`config.mk`:
```
export PLATFORM = sky130hd
export DESIGN_NAME = regfile_tagged
export DESIGN_NICKNAME = d
export VERILOG_FILES = /design/src/rtl/regfile_tagged.sv
export SDC_FILE = /design/constraint.sdc
export NUM_CORES = 2
export LEC_CHECK = 0
export ABC_AREA = 1
export CAP_MARGIN = 20
export CORE_UTILIZATION = 49
export CTS_CLUSTER_DIAMETER = 50
export DETAILED_ROUTE_END_ITERATION = 10
export PLACE_DENSITY_LB_ADDON = 0.3
export REMOVE_ABC_BUFFERS = 1
export SLEW_MARGIN = 20
export SYNTH_ARGS = -nofsm -noshare
export SYNTH_HDL_FRONTEND = slang
export SYNTH_SLANG_ARGS = --single-unit
```
`constraint.sdc`:
```
create_clock -name clk -period 75.6 [get_ports clk]
set_input_delay 11.34 -clock clk [delete_from_list [all_inputs] [get_ports clk]]
set_output_delay 11.34 -clock clk [all_outputs]
set_load 0.02 [all_outputs]
```
`src/rtl/regfile_tagged.sv`:
```
// Integer register file for the out-of-order core. NREAD combinational read ports,
// one commit write port with write-to-read bypass, and per-register busy bit and rename tag.
module regfile_tagged #(
    parameter int DATA_W = 32,
    parameter int ADDR_W = 5,
    parameter int NREAD  = 2,
    parameter int TAG_W  = 3
) (
    input  logic                    clk,
    input  logic                    rst,
    input  logic                    rdy,
    input  logic                    cm_we,
    input  logic [ADDR_W-1:0]       cm_addr,
    input  logic [TAG_W-1:0]        cm_tag,
    input  logic [DATA_W-1:0]       cm_data,
    input  logic                    is_we,
    input  logic [ADDR_W-1:0]       is_addr,
    input  logic [TAG_W-1:0]        is_tag,
    input  logic                    flush,
    input  logic [NREAD-1:0]        re,
    input  logic [NREAD*ADDR_W-1:0] raddr,
    output logic [NREAD*DATA_W-1:0] rdata,
    output logic [NREAD-1:0]        rbusy,
    output logic [NREAD*TAG_W-1:0]  rtag
);

    localparam int DEPTH = 2 ** ADDR_W;

    logic [DATA_W-1:0] r_regs [DEPTH];
    logic [DEPTH-1:0]  r_busy;
    logic [TAG_W-1:0]  r_tag  [DEPTH];

    logic w_cm_fire;
    logic w_is_fire;
    logic w_flush;
    logic w_cm_clear;

    assign w_cm_fire  = rdy && cm_we && (cm_addr != '0);
    assign w_flush    = rdy && flush;
    assign w_is_fire  = rdy && is_we && (is_addr != '0) && !flush;
    // Only the producer that still owns the register may release it.
    assign w_cm_clear = w_cm_fire && r_busy[cm_addr] && (r_tag[cm_addr] == cm_tag);

    // NOTE: the storage array sits inside the async reset on purpose; reset must
    // leave every register architecturally zero, not just the busy bits.
    always_ff @(posedge clk or posedge rst) begin
        if (rst) begin
            for (int i = 0; i < DEPTH; i++) begin
                r_regs[i] <= '0;
                r_tag[i]  <= '0;
            end
            r_busy <= '0;
        end else begin
            // NOTE: non-blocking assignments keep every update based on pre-edge state.
            if (w_cm_fire) begin
                r_regs[cm_addr] <= cm_data;
            end
            // Priority per entry: flush, then issue (a younger producer), then commit release.
            for (int i = 0; i < DEPTH; i++) begin
                if (w_flush) begin
                    r_busy[i] <= 1'b0;
                    r_tag[i]  <= '0;
                end else if (w_is_fire && (is_addr == ADDR_W'(i))) begin
                    r_busy[i] <= 1'b1;
                    r_tag[i]  <= is_tag;
                end else if (w_cm_clear && (cm_addr == ADDR_W'(i))) begin
                    r_busy[i] <= 1'b0;
                    r_tag[i]  <= '0;
                end
            end
        end
    end

    for (genvar p = 0; p < NREAD; p++) begin : g_rd
        logic [ADDR_W-1:0] w_a;
        logic [DATA_W-1:0] w_data;
        logic              w_bsy;
        logic [TAG_W-1:0]  w_tg;

        assign w_a = raddr[p*ADDR_W +: ADDR_W];

        // NOTE: every output gets a default first so no path can infer a latch.
        always_comb begin
            w_data = '0;
            w_bsy  = 1'b0;
            w_tg   = '0;
            if (!rst && re[p] && (w_a != '0)) begin
                if (w_cm_fire && (cm_addr == w_a)) begin
                    w_data = cm_data;
                    w_bsy  = r_busy[w_a] && !w_cm_clear;
                end else begin
                    w_data = r_regs[w_a];
                    w_bsy  = r_busy[w_a];
                end
                w_tg = w_bsy ? r_tag[w_a] : '0;
            end
        end

        assign rdata[p*DATA_W +: DATA_W] = w_data;
        assign rbusy[p]                  = w_bsy;
        assign rtag[p*TAG_W +: TAG_W]    = w_tg;
    end

endmodule

```
# Yosys cells after proc, flatten, opt, wreduce, memory -nomap -nowiden
# Index checks and enable logic that the tools add are counted.
# word_totals
ff_bits	1152
latchBits	0
mem_bits_rw	0
mem_bits_ro	0
out_inout_bits	72
elab_cells	523
memories	0
# classes
n_addsub	0
multipliers	0
div_mod_pow	0
magnitude_cmp	7
eq_ne	65
n_shift	0
muxes	230
n_bitwise	3
n_reduce_logical	122
# op_table
cell	n
bitwise mux 1024 bit	1
binary-select mux 32 bit (select 5 bit)	2
2-to-1 mux 3 bit	106
2-to-1 mux 32 bit	9
demux 32 bit (select 5 bit)	1
equality test 5 bit (second input constant)	32
2-to-1 mux 1 bit	105
nonzero test 3 bit	32
logical AND 1 bit	81
equality test 5 x 4 -> 1 bit (second input constant)	16
binary-select mux 3 bit (select 5 bit)	3
equality test 5 x 3 -> 1 bit (second input constant)	8
equality test 5 x 2 -> 1 bit (second input constant)	4
nonzero test 5 bit	4
greater-or-equal comparator 6 bit (second input constant)	3
< comparator 5 x 6 -> 1 bit (second input constant)	3
NOT 5 -> 6 bit	3
binary-select mux 1 bit (select 5 bit)	3
equality test 5 x 1 -> 1 bit (second input constant)	2
equality test 5 bit	2
logical NOT 5 bit	2
< comparator 6 x 1 -> 1 bit (second input constant)	1
equality test 3 bit	1
logical NOT 1 bit	3

# Logic depth before layout (Yosys ltp)
# logic_depth
ltp_word	12
ltp_mapped	20
ltp_nobuf	16

# Worst setup path after synthesis
# Ideal clock, no wire load.
# synth_timing
kind	in2out
startpoint	in rst
endpoint	out rdata[15]
t_arrival_ns	41.362
t_required_ns	64.260
setup_slack_ns	22.898
path_stages	3
path_buffers	0
path_cell_list	inv_1 nand3_1 a21oi_1
# synth_via
elab_chain_cells	4
# synth_lines
element	line_no	rtl
start, declared	10	input logic rst,
logical NOT 1 bit	87	if (!rst && re[p] && (w_a != '0)) begin
logical AND 1 bit (2 in a row)	87	
2-to-1 mux 32 bit	87	
end, declared	22	output logic [NREAD*DATA_W-1:0] rdata,
# No other way between the ends.

# Final worst setup path
# layout_timing
startpoint	in cm_addr[0]
endpoint	out rdata[25]
# layout_via
elab_chain_cells	5
word_cells_on_any_way	6
# layout_lines
element	line_no	rtl
start, declared	13	input logic [ADDR_W-1:0] cm_addr,
nonzero test 5 bit	38	assign w_cm_fire = rdy && cm_we && (cm_addr != '0);
logical AND 1 bit	38	
logical AND 1 bit (*)	88	if (w_cm_fire && (cm_addr == w_a)) begin
2-to-1 mux 32 bit (*)	88	
2-to-1 mux 32 bit (*)	87	
# Mark *: on every way between the ends. The rest lies on a longest branch, timed or not.

==> impl_metrics.tcl <==
set metrics [dict create \
    r2r_cells 15 \
    dieArea_um2 135000 \
    worstMarginPinSlew_ps 1240 \
    hold_path_depth 0 \
    coreArea_um2 132000 \
    cts_buffers 143 \
    post_cts_buffers 0 \
    dpl.hpwl_mm 134 \
    clk_pin_slew_ps 60 \
    final-hold-violation-count 0 \
    r2r_end "r_busy[3]" \
    wire_per_inst_um 23.7 \
    gp_congestion 0.949 \
    drive_gt1_frac 0.0513 \
    skew_ps 19.0 \
    critPathRequiredTime_ps 64260 \
    ir_drop_mv 0.0203 \
    gr-max-usage-layer "met2" \
    layout_commonest_cell "nand2_1" \
    syn_area_per_cell_um2 7.24 \
    fp.dieW_um 368 \
    cts.path.max_buffers 3 \
    synth_edf_count 0 \
    cts_tree "done" \
    p_leak_nw 31.2 \
    grt_pass1_vias 60243 \
    clock_latency_ps 790 \
    rsz0062_at_grt "false" \
    gr-usage-met3 0.0786 \
    setup_violations 0 \
    syn_to_final_growth_pct 9.16 \
    ys.warnings.count 0 \
    status "completed" \
    io_pins 138 \
    grt_first_pass_wirelength_mm 371 \
    vias_per_cell 6.31 \
    route.detailed.drc 0 \
    hold-path-endpoint "r_regs[1012]" \
    async_reset_ff_frac 1.00 \
    nNetsFinal 8647 \
    ys_seq_area_frac 0.439 \
    criticalPathCategory "in2out" \
    htreeDepth 4 \
    synthDistinctLibCells 41 \
    clockPowerShare 0.419 \
    drtPass1Iterations 9 \
    hp-class "reg2reg" \
    worstPathArrival_ps 16360 \
    finalMaxSlewViolations 0 \
    p_per_area_nw_per_um2 23.9 \
    combPwrFrac 0.152 \
    max_cap_violations 0 \
    finalSetupTns_ps 0 \
    cts-resized-gates 0 \
    syn_inst 9057 \
    port_buffers 137 \
    row_count 133 \
    startpoint_type "primary input" \
    period_share 0.366 \
    synth_seq_cells 1152 \
    cts_root_buffer "clkbuf_16" \
    worstHoldStart "r_regs[1012]" \
    synth_ff_type "dfrtp_1" \
    drt_iter0_markers 10013 \
    nFillCells 12535 \
    use_met2 0.533 \
    synth_area_um2 65600 \
    slew_headroom 0.174 \
    grt_max_degree 195 \
    setup_slack_ps 47900 \
    max_freq_mhz 36.1 \
    grt_use_met1 0.479 \
    regToRegSetupSlack_ps 72600 \
    endpoint_kind "output port" \
    path_max_fanout 50 \
    mostFrequentLayoutCells "2099 x nand2_1, 1972 x o21ai_0, 1152 x dfrtp_1" \
    switchingPower_w 0.000516 \
    wirelength_mm 248 \
    switching_share 0.302 \
    start_util 0.497 \
    cts_sinks 1152 \
    antenna_found_initial 3 \
    pre_cts_slack_ps 48020 \
    n_antenna_cell 0 \
    ctsHoldBuffers 0 \
    p_int_w 0.00119 \
    pwr-share-seq 0.430 \
    reg2reg_from "r_tag[55]" \
    antenna_left 0 \
    finalPower_w 0.00171 \
    gr-usage-all-layers 0.357 \
    vias 65947 \
    grt.overflow.total 0 \
    die_h_um 368 \
    period_needed_ps 27700 \
]
-- state kept, by name (all words and copies together) (netlist names) --
name / flops
r_tag: 96
r_regs: 1024
r_busy: 32
-- power by group through the flow --
| stage | Combinational [W] | Sequential [W] | Clock (W) |
|---|---|---|---|
| global placement | 0.000245 | 0.000740 | 0 |
| floorplan | 0.000163 | 0.000733 | 0 |
| CTS | 0.000253 | 0.000732 | 0.000719 |
| detailed placement | 0.000252 | 0.000742 | 0 |
| finish | 0.000259 | 0.000735 | 0.000715 |
| global route | 0.000290 | 0.000742 | 0.000745 |
-- worst max-delay path by stage --
stage                          start   endpoint  cells after the start  slack [ps]
final                     cm_addr[0]  rdata[25]                     13       47900
after global routing      cm_addr[0]   rdata[2]                     13       47730
after CTS                 cm_addr[0]   rdata[2]                     13       48010
after detailed placement  cm_addr[0]   rdata[2]                     13       48020
after global placement    cm_addr[0]  rdata[24]                     13       48100
after floorplan                  rst  rdata[32]                      3       18430
-- routing by layer --
| metal | routed length, um | up-vias | share of wire |
|---|---|---|---|
| met5 | 22 | - | 0.000089 |
| li1 | - | 29611 | - |
| met3 | 29400 | 862 | 0.12 |
| met2 | 106000 | 4304 | 0.43 |
| met4 | 15400 | 4 | 0.062 |
| met1 | 96400 | 31166 | 0.39 |
-- synthesized netlist by cell type (18+ instances only) --
library cell | count | area share
a211oi_1 | 18 | 0.0021
a21oi_1 | 631 | 0.048
buf_1 | 69 | 0.0039
buf_2 | 164 | 0.013
clkbuf_1 | 605 | 0.035
dfrtp_1 | 1152 | 0.44
inv_1 | 548 | 0.031
nand2_1 | 2132 | 0.12
nand3_1 | 706 | 0.054
nand3_4 | 28 | 0.0075
nor2_1 | 472 | 0.027
o2111ai_1 | 59 | 0.0079
o211ai_1 | 329 | 0.038
o21ai_0 | 1972 | 0.15
o221ai_1 | 68 | 0.0091
-- cell families after synthesis --
group / count (synthesis) / share of synthesized area
xor gates and xnor gates: 6 / 0.000801
AOI/OAI and AO/OA: 3116 / 0.259
buffers and inverters: 1420 / 0.0873
DFF: 1152 / 0.439
and+or+nand+nor: 3363 / 0.213
-- critical path: stages --
cell and delay, ps:
buf_2 450, buf_4 560, nor2_4 160, nand2_1 100, nand2_1 70, inv_2 80, buf_4 640, nand2_4 730
inv_1 750, buf_4 530, nand2_1 100, a21oi_1 170, clkdlybuf4s50_1 620
-- stage by stage --
step,utilization,cell area (um^2),instances,hold slack (ps)
after floorplan,-,62000,8199,369
after detailed placement,0.505,66700,10189,390
after global routing,0.542,71600,10448,415
after global placement,0.505,66700,10189,384
final,0.542,71600,10448,403
after CTS,0.542,71600,10446,402
-- area by class of cell --
class / count / area, um^2 / area share
clock buffer: 180 / 3960 / 0.0553
multi-input combinational: 6485 / 31300 / 0.437
tap: 1755 / 2200 / 0.0307
clock inverter: 77 / 950 / 0.0133
sequential: 1152 / 28800 / 0.402
inverter: 562 / 2160 / 0.0302
timing repair buffer: 237 / 2200 / 0.0307
(Power assumes the default switching activity.)
